`config.mk`:
```
export PLATFORM = sky130hd
export DESIGN_NAME = cdb_arbiter
export DESIGN_NICKNAME = d
export VERILOG_FILES = /design/src/rtl/cdb_arbiter.sv
export SDC_FILE = /design/constraint.sdc
export NUM_CORES = 1
export LEC_CHECK = 0
export CAP_MARGIN = 0
export CORE_MARGIN = 2
export CORE_UTILIZATION = 26
export CTS_BUF_LIST = sky130_fd_sc_hd__clkbuf_8
export DETAILED_ROUTE_END_ITERATION = 10
export GPL_ROUTABILITY_DRIVEN = 0
export SLEW_MARGIN = 15
export SYNTH_ARGS = -nofsm -noshare
export SYNTH_HDL_FRONTEND = slang
export SYNTH_SLANG_ARGS = --single-unit
```
`constraint.sdc`:
```
create_clock -name clock -period 4.2 [get_ports clock]
set_input_delay 0.84 -clock clock [delete_from_list [all_inputs] [get_ports clock]]
set_output_delay 0.84 -clock clock [all_outputs]
set_load 0.005 [all_outputs]
```
`src/rtl/cdb_arbiter.sv`:
```
// Shared common-data-bus arbiter: per-producer result FIFOs feeding NUM_BUS registered
// broadcast buses, granted round-robin starting from rr_ptr.
module cdb_arbiter #(
  parameter int NUM_SRC    = 4,
  parameter int NUM_BUS    = 2,
  parameter int DATA_W     = 32,
  parameter int ROB_W      = 4,
  parameter int FIFO_DEPTH = 2
) (
  input  logic                      clock,
  input  logic                      reset,
  input  logic                      flush,
  input  logic [NUM_SRC-1:0]        src_valid,
  output logic [NUM_SRC-1:0]        src_ready,
  input  logic [NUM_SRC*ROB_W-1:0]  src_robNum,
  input  logic [NUM_SRC*DATA_W-1:0] src_data,
  output logic [NUM_BUS-1:0]        bus_iscast,
  output logic [NUM_BUS*ROB_W-1:0]  bus_robNum,
  output logic [NUM_BUS*DATA_W-1:0] bus_data,
  output logic [NUM_BUS*3-1:0]      bus_src
);

  localparam int SRC_W = $clog2(NUM_SRC);
  localparam int PTR_W = $clog2(FIFO_DEPTH);
  localparam int CNT_W = PTR_W + 1;
  localparam logic [CNT_W-1:0] FULL_CNT = CNT_W'(FIFO_DEPTH);

  // Handshake: a result transfers on a rising edge where src_valid[i] && src_ready[i];
  // src_ready depends only on the registered count, never on same-cycle pops.

  logic [ROB_W-1:0]  tag_mem_q [NUM_SRC][FIFO_DEPTH];
  logic [ROB_W-1:0]  tag_mem_d [NUM_SRC][FIFO_DEPTH];
  logic [DATA_W-1:0] dat_mem_q [NUM_SRC][FIFO_DEPTH];
  logic [DATA_W-1:0] dat_mem_d [NUM_SRC][FIFO_DEPTH];
  logic [PTR_W-1:0]  wr_ptr_q [NUM_SRC];
  logic [PTR_W-1:0]  wr_ptr_d [NUM_SRC];
  logic [PTR_W-1:0]  rd_ptr_q [NUM_SRC];
  logic [PTR_W-1:0]  rd_ptr_d [NUM_SRC];
  logic [CNT_W-1:0]  cnt_q [NUM_SRC];
  logic [CNT_W-1:0]  cnt_d [NUM_SRC];
  logic [SRC_W-1:0]  rr_ptr_q, rr_ptr_d;

  logic [NUM_SRC-1:0] push, pop, empty;
  logic [ROB_W-1:0]   head_tag [NUM_SRC];
  logic [DATA_W-1:0]  head_dat [NUM_SRC];
  logic [SRC_W-1:0]   pos [NUM_SRC];

  logic [NUM_BUS-1:0] gnt_vld;
  logic [SRC_W-1:0]   gnt_src [NUM_BUS];
  logic [ROB_W-1:0]   gnt_tag [NUM_BUS];
  logic [DATA_W-1:0]  gnt_dat [NUM_BUS];

  logic [NUM_BUS-1:0] iscast_q, iscast_d;
  logic [ROB_W-1:0]   btag_q [NUM_BUS];
  logic [ROB_W-1:0]   btag_d [NUM_BUS];
  logic [DATA_W-1:0]  bdat_q [NUM_BUS];
  logic [DATA_W-1:0]  bdat_d [NUM_BUS];
  logic [2:0]         bsrc_q [NUM_BUS];
  logic [2:0]         bsrc_d [NUM_BUS];

  for (genvar s = 0; s < NUM_SRC; s++) begin : g_head
    assign head_tag[s] = tag_mem_q[s][rd_ptr_q[s]];
    assign head_dat[s] = dat_mem_q[s][rd_ptr_q[s]];
  end

  always_comb begin
    for (int i = 0; i < NUM_SRC; i++) begin
      src_ready[i] = (cnt_q[i] != FULL_CNT);
      empty[i]     = (cnt_q[i] == '0);
      push[i]      = src_valid[i] && (cnt_q[i] != FULL_CNT);
    end
  end

  // Distance of each source from rr_ptr in scan order.
  always_comb begin : rotate
    int p;
    p = 0;
    for (int s = 0; s < NUM_SRC; s++) begin
      p = s + NUM_SRC - int'(rr_ptr_q);
      if (p >= NUM_SRC) p = p - NUM_SRC;
      pos[s] = SRC_W'(p);
    end
  end

  // A non-empty source wins bus k when exactly k non-empty sources precede it in scan order.
  always_comb begin : arbitrate
    int rank;
    int last_pos;
    rank     = 0;
    last_pos = -1;
    pop      = '0;
    gnt_vld  = '0;
    rr_ptr_d = rr_ptr_q;
    for (int b = 0; b < NUM_BUS; b++) begin
      gnt_src[b] = '0;
      gnt_tag[b] = '0;
      gnt_dat[b] = '0;
    end
    for (int s = 0; s < NUM_SRC; s++) begin
      rank = 0;
      for (int t = 0; t < NUM_SRC; t++) begin
        if (!empty[t] && (pos[t] < pos[s])) rank++;
      end
      if (!empty[s] && (rank < NUM_BUS)) begin
        pop[s] = 1'b1;
        for (int b = 0; b < NUM_BUS; b++) begin
          if (rank == b) begin
            gnt_vld[b] = 1'b1;
            gnt_src[b] = SRC_W'(s);
            gnt_tag[b] = head_tag[s];
            gnt_dat[b] = head_dat[s];
          end
        end
        if (int'(pos[s]) > last_pos) begin
          last_pos = int'(pos[s]);
          rr_ptr_d = SRC_W'((s + 1) % NUM_SRC);
        end
      end
    end
    if (flush) begin
      pop      = '0;
      gnt_vld  = '0;
      rr_ptr_d = '0;
    end
  end

  always_comb begin
    tag_mem_d = tag_mem_q;
    dat_mem_d = dat_mem_q;
    for (int i = 0; i < NUM_SRC; i++) begin
      wr_ptr_d[i] = wr_ptr_q[i];
      rd_ptr_d[i] = rd_ptr_q[i];
      cnt_d[i]    = cnt_q[i];
      if (flush) begin
        wr_ptr_d[i] = '0;
        rd_ptr_d[i] = '0;
        cnt_d[i]    = '0;
      end else begin
        if (push[i]) begin
          tag_mem_d[i][wr_ptr_q[i]] = src_robNum[i*ROB_W +: ROB_W];
          dat_mem_d[i][wr_ptr_q[i]] = src_data[i*DATA_W +: DATA_W];
          wr_ptr_d[i] = wr_ptr_q[i] + PTR_W'(1);
        end
        if (pop[i]) rd_ptr_d[i] = rd_ptr_q[i] + PTR_W'(1);
        case ({push[i], pop[i]})
          2'b10:   cnt_d[i] = cnt_q[i] + CNT_W'(1);
          2'b01:   cnt_d[i] = cnt_q[i] - CNT_W'(1);
          default: cnt_d[i] = cnt_q[i];
        endcase
      end
    end
  end

  // Ungranted buses drop iscast but keep their last payload.
  always_comb begin
    iscast_d = gnt_vld;
    for (int b = 0; b < NUM_BUS; b++) begin
      btag_d[b] = gnt_vld[b] ? gnt_tag[b] : btag_q[b];
      bdat_d[b] = gnt_vld[b] ? gnt_dat[b] : bdat_q[b];
      bsrc_d[b] = gnt_vld[b] ? 3'(gnt_src[b]) : bsrc_q[b];
    end
  end

  always_ff @(posedge clock or negedge reset) begin
    if (!reset) begin
      for (int i = 0; i < NUM_SRC; i++) begin
        for (int j = 0; j < FIFO_DEPTH; j++) begin
          tag_mem_q[i][j] <= '0;
          dat_mem_q[i][j] <= '0;
        end
        wr_ptr_q[i] <= '0;
        rd_ptr_q[i] <= '0;
        cnt_q[i]    <= '0;
      end
      rr_ptr_q <= '0;
      iscast_q <= '0;
      for (int b = 0; b < NUM_BUS; b++) begin
        btag_q[b] <= '0;
        bdat_q[b] <= '0;
        bsrc_q[b] <= '0;
      end
    end else begin
      tag_mem_q <= tag_mem_d;
      dat_mem_q <= dat_mem_d;
      wr_ptr_q  <= wr_ptr_d;
      rd_ptr_q  <= rd_ptr_d;
      cnt_q     <= cnt_d;
      rr_ptr_q  <= rr_ptr_d;
      iscast_q  <= iscast_d;
      btag_q    <= btag_d;
      bdat_q    <= bdat_d;
      bsrc_q    <= bsrc_d;
    end
  end

  assign bus_iscast = iscast_q;
  for (genvar b = 0; b < NUM_BUS; b++) begin : g_bus
    assign bus_robNum[b*ROB_W +: ROB_W]   = btag_q[b];
    assign bus_data[b*DATA_W +: DATA_W]   = bdat_q[b];
    assign bus_src[b*3 +: 3]              = bsrc_q[b];
  end

endmodule

```
==> metrics.txt <==
nets@finish=1984; leakage power=0.009967 uW; layout cells sized above 1=33.01%; post-DR wirelength/cell=21.55 um; GRT Total Usage=16.34%; outcome=completed; num ports=235; crit end category=flip-flop; gr ovfl total=0; mux cell area share after synthesis=26.09%; Worst path slowest cell=dfrtp_2; final WL=60.79 mm; r2r endpoint=rr_ptr_q[0]; number of synthesized flops with an enable pin=0; mean post-synth cell area=11.96 um^2; sw frac=33.14%; internal cell power=9064 uW; Post-synth top flop=dfrtp_1; fin crit period=4011 ps; final std cells w/o fill=2821; worst clock skew=39.65 ps; largest net degree at the start of global routing=74; Initial Util=26.13%; final setup vio count=0; max-cap violations=0; critical path peak fanout=7; routed vias=13.83k; ys async rst share=100.0%; worst-path cell chain=inv_2, ha_4, o21bai_2, fa_2, nor2b_1, a31oi_2, a21oi_2, ha_1, o31ai_2, a21oi_2, nor3_2, mux2_2, ha_1, inv_1, a21oi_1, a21oi_1, a31oi_1, nor2_1, nor3_1; Worst R2R Path Depth=19; post-DP HPWL=42.10 mm; Rel. slew slack=29.49%; Fill cells=7041; H-tree depth=3; Sequential Power Share=40.9%; Startpoint Class=flip-flop; Synth Area in Compound Gates=10.58%; clock network fraction of total power=27.1%; XOR/XNOR Fraction of Synth Area=0.3770%; 1st-pass router iterations=5; critical setup path kind=flip-flop to flip-flop; CP Buf/Inv Count=2; FF/Latch Area=0.009615 mm^2; Residual DRC=0; Worst Path Required=4720 ps; cell count along the critical path=19; hold buffer count at CTS=0; clock slew at reported path FFs=60 ps; min-delay worst type=input pin to async pin; PwrDens=570.9 mW/mm^2; Worst-Margin Slew=1058 ps; clk buf depth=3; YS warnings=0; RR Startpoint=rr_ptr_q[0]; dpl cells=2686; initial antenna violation count=6; CTS tree=built; Comb power frac=32.0%; Synth Instances=1554; Clock Root Buffer=clkbuf_8; Max VDD drop=217.2 uV; DIE AREA=0.07364 mm^2; Yosys cell types=51; post-synthesis adder-cell area fraction=1.441%; fin crit share=95.50%; register bit total from synthesis=384; post-synthesis sequential area ratio=51.70%; drt first-iter violations=1047; Syn-to-layout area delta=27.75%; clk sink count=384; fmax=249.3 MHz; P_sw=4492 uW; area of the multi-input gates=0.008552 mm^2; Die Ht=271.4 um; vias in the first global route=14.66k; unrepaired setup endpoints after global routing=no; Worst R2R Setup Slack=190 ps; Crit path arrival time=4540 ps; Core Box Area=0.07112 mm^2; Critical Path Max Stage Delay=430 ps; DR vias/cell=4.902; clock latency on the worst-skew pair=660 ps; Die W=271.4 um; synthesized area=0.01859 mm^2; # port buffers=232; Simple-Gate Fraction of Synth Area=6.853%; Design Power=13560 uW; crit-path leading delay family=compound AO/OA/AOI/OAI gates; final hold slack=209.3 ps; TritonCTS buffer count=73; antenna violation net count after detailed routing=0; number of core rows=98; main combinational cell family by area after synthesis=multiplexers; Final Hold Viols=0; max-slew violations=0; most common cell after layout, fill and taps aside=mux2_2; global-route wire length before repair=90.88 mm; most frequent cells in the layout=mux2_2 (403), dfrtp_1 (379), clkdlybuf4s50_1 (231)
-- routing by layer --
| layer | routed length (um) | track usage, % | up-vias | part of all wire (%) |
|---|---|---|---|---|
| met1 | 25170 | 20.00 | 6979 | 41 |
| li1 | - | - | 6191 | - |
| met5 | 13 | 0 | - | 0.021 |
| met3 | 4113 | 4.228 | 115 | 6.8 |
| met4 | 1656 | 5.928 | 2 | 2.7 |
| met2 | 29840 | 27.67 | 541 | 49 |
-- worst reg2reg max path, cell delays in order (launching register included) --
cell,delay [ps]
dfrtp_2,430
inv_2,100
ha_4,170
o21bai_2,210
fa_2,360
nor2b_1,180
a31oi_2,280
a21oi_2,110
ha_1,310
o31ai_2,220
a21oi_2,90
nor3_2,290
mux2_2,380
ha_1,190
inv_1,60
a21oi_1,60
a21oi_1,120
a31oi_1,50
nor2_1,200
nor3_1,70
-- logic make-up (layout without fill, tap and decap cells) --
family / Yosys count / count (layout)
other cells: 1 / 7
fa+ha+maj: 19 / 19
mux: 434 / 434
flops: 384 / 384
compound gates: 314 / 314
simple gates: 263 / 263
xor+xnor: 8 / 8
buf+inv: 131 / 442
-- synthesized netlist by cell type (all sizes together) (4+ instances only) --
cell | count | area [um^2]
o22ai | 8 | 50.05
nor3 | 11 | 80.08
mux2 | 403 | 4538
o31ai | 38 | 285.3
inv | 24 | 90.08
nand2 | 99 | 371.6
buf | 23 | 141.4
a21o | 5 | 37.54
or2 | 4 | 25.02
xor2 | 8 | 70.07
ha | 15 | 187.7
clkbuf | 84 | 315.3
nand2b | 12 | 75.07
a211oi | 72 | 540.5
and3 | 66 | 412.9
nor2 | 58 | 217.7
fa | 4 | 80.08
a221oi | 5 | 43.79
dfrtp | 384 | 9609
a21oi | 19 | 95.09
mux2i | 31 | 310.3
o21ai | 147 | 739.5
-- through the flow --
stage	TNS [ps]	instance area [um^2]	worst slack [ps]	utilization [%]
global placement	0	22210	150.6	31.23
detailed placement	-226.8	22210	-120.1	31.23
floorplan	0	18590	74.93	-
global route	0	23740	12.25	33.38
CTS	0	23660	55.02	33.27
finish	0	23740	189.2	33.38
-- sequential cells by signal, indices dropped and copies added (netlist names) --
register and count:
bus_data 64, bus_iscast 2, bus_robNum 8, bus_src 4
cnt_q 8, dat_mem_q 256, rd_ptr_q 4, rr_ptr_q 2
tag_mem_q 32, wr_ptr_q 4
-- power groups by stage --
stage | Clock (uW) | Sequential [uW] | Combinational [uW]
after floorplan | 0 | 5290 | 2550
after global placement | 0 | 5530 | 4200
after detailed placement | 0 | 5600 | 4300
after CTS | 3770 | 5550 | 4320
after global routing | 3950 | 5680 | 4730
final | 3670 | 5540 | 4340
-- area by class of cell --
type | instances | share of cell area, %
sequential | 384 | 40.50
multi-input combinational | 1040 | 36.02
timing repair buffer | 291 | 11.98
tap | 950 | 5.006
clock buffer | 86 | 4.985
clock inverter | 41 | 1.075
inverter | 24 | 0.3794
antenna | 5 | 0.05270
-- repair_timing --
| item | 4_1_cts | 5_1_grt |
|---|---|---|
| gates resized for setup | 2 | 14 |
| endpoints found under the setup margin | 2 | 2 |
| setup buffers | 0 | 3 |
| pin swaps | 1 | 7 |
| cloned | 0 | 0 |
-- worst max-delay path by stage --
stage / from / to
after floorplan: rr_ptr_q[1] / rr_ptr_q[0]
after global placement: rr_ptr_q[0] / rr_ptr_q[0]
after detailed placement: rr_ptr_q[0] / rr_ptr_q[1]
after CTS: rr_ptr_q[0] / rr_ptr_q[1]
after global routing: rr_ptr_q[0] / rr_ptr_q[0]
final: rr_ptr_q[0] / rr_ptr_q[0]
No activity file was read; power rests on OpenSTA's default activity.
